==> src/rtl/chunked_addsub.sv <==
// Multi-cycle adder/subtractor: one CHUNK-bit adder slice is reused over WIDTH/CHUNK cycles.
// Operands arrive and results leave through valid/ready handshakes.
module chunked_addsub #(
  parameter int unsigned WIDTH = 16,
  parameter int unsigned CHUNK = 4
) (
  input  logic             clk,
  input  logic             rst,
  input  logic             in_valid,
  output logic             in_ready,
  input  logic [WIDTH-1:0] a,
  input  logic [WIDTH-1:0] b,
  input  logic             cin,
  input  logic             sub,
  output logic             out_valid,
  input  logic             out_ready,
  output logic [WIDTH-1:0] sum,
  output logic             cout,
  output logic             ovf,
  output logic             busy
);

  if (CHUNK < 1 || (WIDTH % CHUNK) != 0) begin : g_bad_params
    $fatal(1, "chunked_addsub: WIDTH must be a positive multiple of CHUNK");
  end

  localparam int unsigned NChunk = (CHUNK > 0) ? WIDTH / CHUNK : 1;
  localparam int unsigned IdxW   = (NChunk > 1) ? $clog2(NChunk) : 1;
  localparam logic [IdxW-1:0] LastIdx = IdxW'(NChunk - 1);

  typedef enum logic [1:0] {StIdle, StRun, StDone} state_e;

  state_e           state_q;
  logic [WIDTH-1:0] a_q, b_q;
  logic             carry_q;
  logic [IdxW-1:0]  idx_q;
  logic             in_ready_q, out_valid_q, busy_q;
  logic [WIDTH-1:0] sum_q;
  logic             cout_q, ovf_q;

  logic [CHUNK-1:0] a_slice, b_slice, r_slice;
  logic             c_slice;
  logic             carry_msb;
  logic [WIDTH-1:0] sum_d;

  // Select the active chunk with constant-index compares so every slice is a static select.
  always_comb begin
    a_slice = '0;
    b_slice = '0;
    for (int k = 0; k < NChunk; k++) begin
      if (idx_q == IdxW'(k)) begin
        a_slice = a_q[k*CHUNK +: CHUNK];
        b_slice = b_q[k*CHUNK +: CHUNK];
      end
    end
    {c_slice, r_slice} = {1'b0, a_slice} + {1'b0, b_slice} + {{CHUNK{1'b0}}, carry_q};
    // Carry into the slice MSB, recovered from its sum bit; only meaningful on the last chunk.
    carry_msb = a_slice[CHUNK-1] ^ b_slice[CHUNK-1] ^ r_slice[CHUNK-1];
    sum_d = sum_q;
    for (int k = 0; k < NChunk; k++) begin
      if (idx_q == IdxW'(k)) begin
        sum_d[k*CHUNK +: CHUNK] = r_slice;
      end
    end
  end

  always_ff @(posedge clk) begin
    if (rst) begin
      state_q     <= StIdle;
      a_q         <= '0;
      b_q         <= '0;
      carry_q     <= 1'b0;
      idx_q       <= '0;
      in_ready_q  <= 1'b1;
      out_valid_q <= 1'b0;
      busy_q      <= 1'b0;
      sum_q       <= '0;
      cout_q      <= 1'b0;
      ovf_q       <= 1'b0;
    end else begin
      unique case (state_q)
        StIdle: begin
          if (in_valid) begin
            // Subtraction is a + ~b + ~cin, so the slice adder never changes mode.
            a_q        <= a;
            b_q        <= sub ? ~b : b;
            carry_q    <= sub ^ cin;
            idx_q      <= '0;
            in_ready_q <= 1'b0;
            busy_q     <= 1'b1;
            state_q    <= StRun;
          end
        end
        StRun: begin
          sum_q   <= sum_d;
          carry_q <= c_slice;
          if (idx_q == LastIdx) begin
            cout_q      <= c_slice;
            ovf_q       <= carry_msb ^ c_slice;
            out_valid_q <= 1'b1;
            state_q     <= StDone;
          end else begin
            idx_q <= idx_q + 1'b1;
          end
        end
        StDone: begin
          if (out_ready) begin
            out_valid_q <= 1'b0;
            busy_q      <= 1'b0;
            in_ready_q  <= 1'b1;
            state_q     <= StIdle;
          end
        end
        default: state_q <= StIdle;
      endcase
    end
  end

  assign in_ready  = in_ready_q;
  assign out_valid = out_valid_q;
  assign busy      = busy_q;
  assign sum       = sum_q;
  assign cout      = cout_q;
  assign ovf       = ovf_q;

endmodule

==> config.mk <==
export PLATFORM = sky130hd
export DESIGN_NAME = chunked_addsub
export DESIGN_NICKNAME = d
export VERILOG_FILES = /design/src/rtl/chunked_addsub.sv
export SDC_FILE = /design/constraint.sdc
export NUM_CORES = 1
export LEC_CHECK = 0
export CAP_MARGIN = 5
export CORE_MARGIN = 2
export CORE_UTILIZATION = 41
export DETAILED_ROUTE_END_ITERATION = 16
export MAX_ROUTING_LAYER = met4
export PLACE_DENSITY = 0.75
export SYNTH_ARGS = -nofsm -noshare
export SYNTH_HDL_FRONTEND = slang
export SYNTH_SLANG_ARGS = --single-unit
==> constraint.sdc <==
create_clock -name clk -period 2.7 [get_ports clk]
set_input_delay 0.81 -clock clk [delete_from_list [all_inputs] [get_ports clk]]
set_output_delay 0.81 -clock clk [all_outputs]
set_load 0.01 [all_outputs]
==> results of run 1 <==
layout by cell type (no fill, tap or decap), types with 2 or more instances in the layout:
master,synthesis,final
nor2_1,31,31
buf_4,5,16
fa_2,0,2
inv_1,7,5
inv_2,0,2
nand3_1,6,6
a21oi_1,50,48
a311oi_2,0,2
ha_1,7,3
xor2_1,2,2
clkdlybuf4s50_1,0,57
ha_4,0,2
nor2b_1,3,3
o21ai_1,0,2
a311oi_1,5,3
nand2_1,62,62
xnor2_1,18,17
a211oi_2,2,2
bufinv_16,0,2
ha_2,0,2
a21o_1,3,3
nand3b_1,12,12
dfxtp_2,0,2
clkbuf_8,0,10
clkinv_2,0,2
nand2b_1,5,4
a211oi_1,17,17
o31ai_1,4,4
dfxtp_1,58,56
o21ai_0,6,4
worst max-delay path, cell delays in order (launching register included):
cell and delay (ps):
dfxtp_2 330, inv_2 60, ha_4 180, nand3b_1 150
a21oi_1 130, a21oi_1 50, o21ai_1 210, fa_2 250
inv_1 60, fa_2 330, nand2b_4 150, a21oi_4 180
xor2_1 200, a211oi_2 90
final cells by class:
cell class / instances / area (µm²) / area share
inverters: 7 / 26.3 / 0.00704
clock buffers: 11 / 141 / 0.0379
well taps: 77 / 96.3 / 0.0258
clock inverters: 5 / 77.6 / 0.0208
flip-flops and latches: 58 / 1160 / 0.312
repair buffers: 75 / 716 / 0.192
multi-input cells: 244 / 1510 / 0.405
metal layers:
layer,vias up,routed length (µm),global-route usage
met5,-,0,-
met4,0,118,0.0750
met3,13,282,0.0385
met2,63,2950,0.295
met1,1107,2820,0.218
li1,1262,-,-
state kept, by name, indices dropped and copies added (netlist names), 2 cells and up:
register	cells
a_q	16
b_q	16
idx_q	2
state_q	2
sum	16
worst max-delay path by stage:
stage                  start       to  slack, ps  cells past startpoint
floorplan           idx_q[1]  carry_q         40                     14
global placement    idx_q[1]      ovf         90                     13
detailed placement  idx_q[1]  carry_q       -170                     13
CTS                 idx_q[1]  carry_q         40                     13
global route        idx_q[1]      ovf         -8                     13
finish              idx_q[1]      ovf        170                     13
what timing repair did:
action / 4_1_cts / 5_1_grt
gates cloned: 0 / 0
setup buffers: 0 / 1
setup endpoints to repair: 5 / 11
pin swaps: 0 / 5
gates resized for setup: 6 / 16
cells by family (layout without fill, tap and decap cells):
family                   after synthesis  after routing  synth area share
flip-flops                            58             58             0.424
XOR/XNOR                              20             20            0.0640
AO/OA/AOI/OAI                         91             91             0.204
AND/OR/NAND/NOR                      124            124             0.203
adder cells (fa/ha/maj)                9              9            0.0466
buffers and inverters                 34             98            0.0572
per-stage QoR:
stage               power, mW   util  worst slack [ps]  area (µm²)  instances
floorplan                1.19      -              35.4        2740        336
CTS                      2.22  0.572              35.1        3650        476
global route             2.33  0.584             -7.83        3730        477
detailed placement       1.34  0.536              -174        3420        460
finish                   2.22  0.584               168        3730        477
global placement         1.33  0.536              87.1        3420        460
power by group:
group	leakage [nW]	switching (mW)	internal, mW	total, mW
Combinational	0.768	0.197	0.203	0.400
Sequential	0.476	0.0355	0.908	0.944
Clock	0.109	0.338	0.541	0.879
Total	1.35	0.570	1.65	2.22
==> flow_metrics.env, run 1 <==
export IMPL_synth_cell_types=32
export IMPL_fillers=592
export IMPL_h_tree_depth=3
export IMPL_r2r_start="idx_q[1]"
export IMPL_area_growth_pct=36.3
export IMPL_cts_root_buffer="clkbuf_8"
export IMPL_start_kind="flip-flop"
export IMPL_timing_rr_end="ovf"
export IMPL_holdBufCountCts=0
export IMPL_grt_max_degree=50
export IMPL_placementRows=29
export IMPL_cap_viol_max_count=0
export IMPL_wire_per_inst_um=12.9
export IMPL_layout_drive_gt1_share=0.133
export IMPL_vdd_drop_max_v=0.000267
export IMPL_power_density_nw_per_um2=596
export IMPL_cp_arrival_ps=2720
export IMPL_tightest_slew_ps=782
export IMPL_period_minus_slack_ps=2530
export IMPL_syn_nets=383
export IMPL_totalWireLength_um=6170
export IMPL_required_ps=2890
export IMPL_track_usage=0.181
export IMPL_synth_common_cells="nand2_1, dfxtp_1, a21oi_1"
export IMPL_setup_tns_ps=0
export IMPL_vias=2445
export IMPL_hold_path_depth=2
export IMPL_postRouteAntennaNets=0
export IMPL_drt_iter0_markers=147
export IMPL_dieArea_um2=7340
export IMPL_maxSlewViolCount=0
export IMPL_numCtsBuffers=9
export IMPL_antenna_cells=0
export IMPL_drtPass1Iterations=4
export IMPL_synth_area_top_cells="dfxtp_1, a21oi_1, nand2_1, xnor2_1, a211oi_1"
export IMPL_core_um2=6390
export IMPL_cp_end_kind="flip-flop"
export IMPL_hold_violations=0
export IMPL_holdWs_ps=457
export IMPL_io_pins=59
export IMPL_initial_core_util=0.428
export IMPL_ys_seq_area_frac=0.424
export IMPL_die_h_um=85.7
export IMPL_min_delay_start="a_q[12]"
export IMPL_synth_seq_cells=58
export IMPL_path_class="reg2reg"
export IMPL_gp_congestion=0.870
export IMPL_insertion_delay_ps=340
export IMPL_status="completed"
export IMPL_yosys_cell_count_top_type="nand2_1"
export IMPL_drc=0
export IMPL_synth_edff_count=0
export IMPL_overflow=0
export IMPL_postSynth_asyncResetShare=0
export IMPL_fp_dieW_um=85.7
export IMPL_final_net_count=442
export IMPL_cts_tree="built"
export IMPL_ys_flop_type="dfxtp_1"
export IMPL_grt_pass1_wl_um=10300
export IMPL_skew_ps=9.98
export IMPL_syn_avg_cell_area_um2=8.14
export IMPL_hold_end="a_q[12]"
export IMPL_syn_area_um2=2740
export IMPL_cts_sinks=58
export IMPL_cts_buffer_depth=2
export IMPL_power_leakage_nw=1.35
export IMPL_fmax_ghz=0.395
export IMPL_path_max_fanout=8
export IMPL_synth_top_area_cell="dfxtp_1"
export IMPL_maxSlewHeadroom=0.479
export IMPL_dp_hpwl_um=4490
export IMPL_syn_instance_count=336
export IMPL_finalCritPeriodShare=0.938
export IMPL_viasPerCell=5.13
export IMPL_r2r_cells=13
export IMPL_grt_antenna_before_repair=0
export IMPL_first_global_vias=2312
export IMPL_synth_top_area_share=0.424
export IMPL_portBuffers=58
export IMPL_yosys_warnings=0
export IMPL_r2r_slack_ps=170
export IMPL_hold_path_class="reg2reg"
export IMPL_finalSetupViolations=0
export IMPL_path_clk_slew_ps=60
Note: power is estimated with default switching activity, not from simulation.
==> run 2, diff against run 1 <==
==> constraint.sdc (replaced) <==
create_clock -name clk -period 2.7 [get_ports clk]
set_input_delay 0.54 -clock clk [delete_from_list [all_inputs] [get_ports clk]]
set_output_delay 0.54 -clock clk [all_outputs]
set_load 0.01 [all_outputs]
==> flow_metrics.env, run 2 (synthesized netlist as in run 1, its figures left out) <==
export IMPL_wire_per_inst_um=12.9
export IMPL_postRouteAntennaNets=0
export IMPL_fmax_ghz=0.389
export IMPL_path_clk_slew_ps=70
export IMPL_initial_core_util=0.428
export IMPL_path_class="reg2reg"
export IMPL_start_kind="flip-flop"
export IMPL_power_leakage_nw=1.35
export IMPL_drt_iter0_markers=129
export IMPL_critical_path_slowest_cell="dfxtp_2"
export IMPL_track_usage=0.176
export IMPL_setup_tns_ps=0
export IMPL_die_h_um=85.7
export IMPL_drtPass1Iterations=4
export IMPL_cp_end_kind="flip-flop"
export IMPL_status="completed"
export IMPL_maxSlewHeadroom=0.527
export IMPL_dpl_instance_area_um2=3410
export IMPL_portBuffers=58
export IMPL_finalCritPeriodShare=0.951
export IMPL_cts_buffer_depth=2
export IMPL_fp_dieW_um=85.7
export IMPL_path_max_fanout=8
export IMPL_r2r_cells=13
export IMPL_h_tree_depth=3
export IMPL_maxSlewViolCount=0
export IMPL_io_pins=59
export IMPL_dieArea_um2=7340
export IMPL_skew_ps=11.4
export IMPL_power_density_nw_per_um2=587
export IMPL_overflow=0
export IMPL_pre_cts_ws_ps=-72.9
export IMPL_dp_cells=460
export IMPL_cp_arrival_ps=2790
export IMPL_cap_viol_max_count=0
export IMPL_cp_common_cell="fa_2"
export IMPL_vias=2416
export IMPL_worst_slack_ps=132
export IMPL_hold_path_depth=2
export IMPL_slowest_delay_ps=340
export IMPL_tightest_slew_ps=709
export IMPL_antenna_cells=0
export IMPL_grt_pass1_wl_um=9930
export IMPL_hold_violations=0
export IMPL_crit_chain="inv_2 > ha_4 > nand3b_1 > a21oi_2 > a21oi_1 > o21ai_1 > fa_2 > inv_1 > fa_2 > nand2b_4 > a21oi_4 > nor2b_1 > a2111oi_0"
export IMPL_finish_utilization=0.581
export IMPL_final_cell_mix="nand2_1, clkdlybuf4s50_1, dfxtp_1"
export IMPL_holdBufCountCts=0
export IMPL_area_growth_pct=35.6
export IMPL_vdd_drop_max_v=0.000331
export IMPL_gp_congestion=0.845
export IMPL_cts_tree="built"
export IMPL_holdWs_ps=456
export IMPL_grt_antenna_before_repair=0
export IMPL_insertion_delay_ps=340
export IMPL_period_minus_slack_ps=2570
export IMPL_core_um2=6390
export IMPL_final_cells=477
export IMPL_numCtsBuffers=9
export IMPL_fillers=590
export IMPL_cts_root_buffer="clkbuf_8"
export IMPL_dp_hpwl_um=4390
export IMPL_layout_drive_gt1_share=0.138
export IMPL_power_mw=2.18
export IMPL_viasPerCell=5.06
export IMPL_design_area_um2=3710
export IMPL_required_ps=2920
export IMPL_grt_max_degree=41
export IMPL_placementRows=29
export IMPL_first_global_vias=2220
export IMPL_layout_cells_most_common="nand2_1"
export IMPL_hold_path_class="reg2reg"
export IMPL_finalSetupViolations=0
export IMPL_totalWireLength_um=6160
export IMPL_cts_sinks=58
export IMPL_drc=0
export IMPL_final_net_count=442
run 2: power by group:
part	total [mW]	switching, mW	internal, mW
clock	0.835	0.335	0.500
sequential	0.944	0.0358	0.908
combinational	0.397	0.195	0.202
run 2: cell type report:
| cell class | count | area [µm²] | share of cell area |
|---|---|---|---|
| inverters | 7 | 26.3 | 0.00708 |
| repair buffers | 75 | 703 | 0.190 |
| flip-flops and latches | 58 | 1160 | 0.314 |
| multi-input cells | 244 | 1510 | 0.406 |
| well taps | 77 | 96.3 | 0.0260 |
| clock buffers | 12 | 165 | 0.0445 |
| clock inverters | 4 | 48.8 | 0.0132 |
run 2: worst paths after layout:
check | startpoint | to | slack, ps
worst min register to register | sum[8] | sum[8] | 460
worst min-delay path | sum[8] | sum[8] | 460
worst max-delay path | idx_q[1] | carry_q | 130
worst max register to register | idx_q[1] | carry_q | 130
run 2: critical path, delay by kind of cell, from the launching register on:
family / cells / cell delay [ps]
AND/OR/NAND/NOR: 3 / 380
adder cells (fa/ha/maj): 3 / 750
AO/OA/AOI/OAI: 5 / 860
flip-flops: 1 / 340
buffers and inverters: 2 / 110
run 2: what timing repair did:
action                                  4_1_cts  5_1_grt
pin swaps                                     0        5
gates resized for setup                       2       20
buffers inserted                              0        1
endpoints found under the setup margin        6       12
run 2: layer usage:
layer / wire length (µm) / global-route usage
met1: 2850 / 0.211
met2: 2880 / 0.278
met3: 317 / 0.0500
met4: 121 / 0.0722
met5: 0 / -
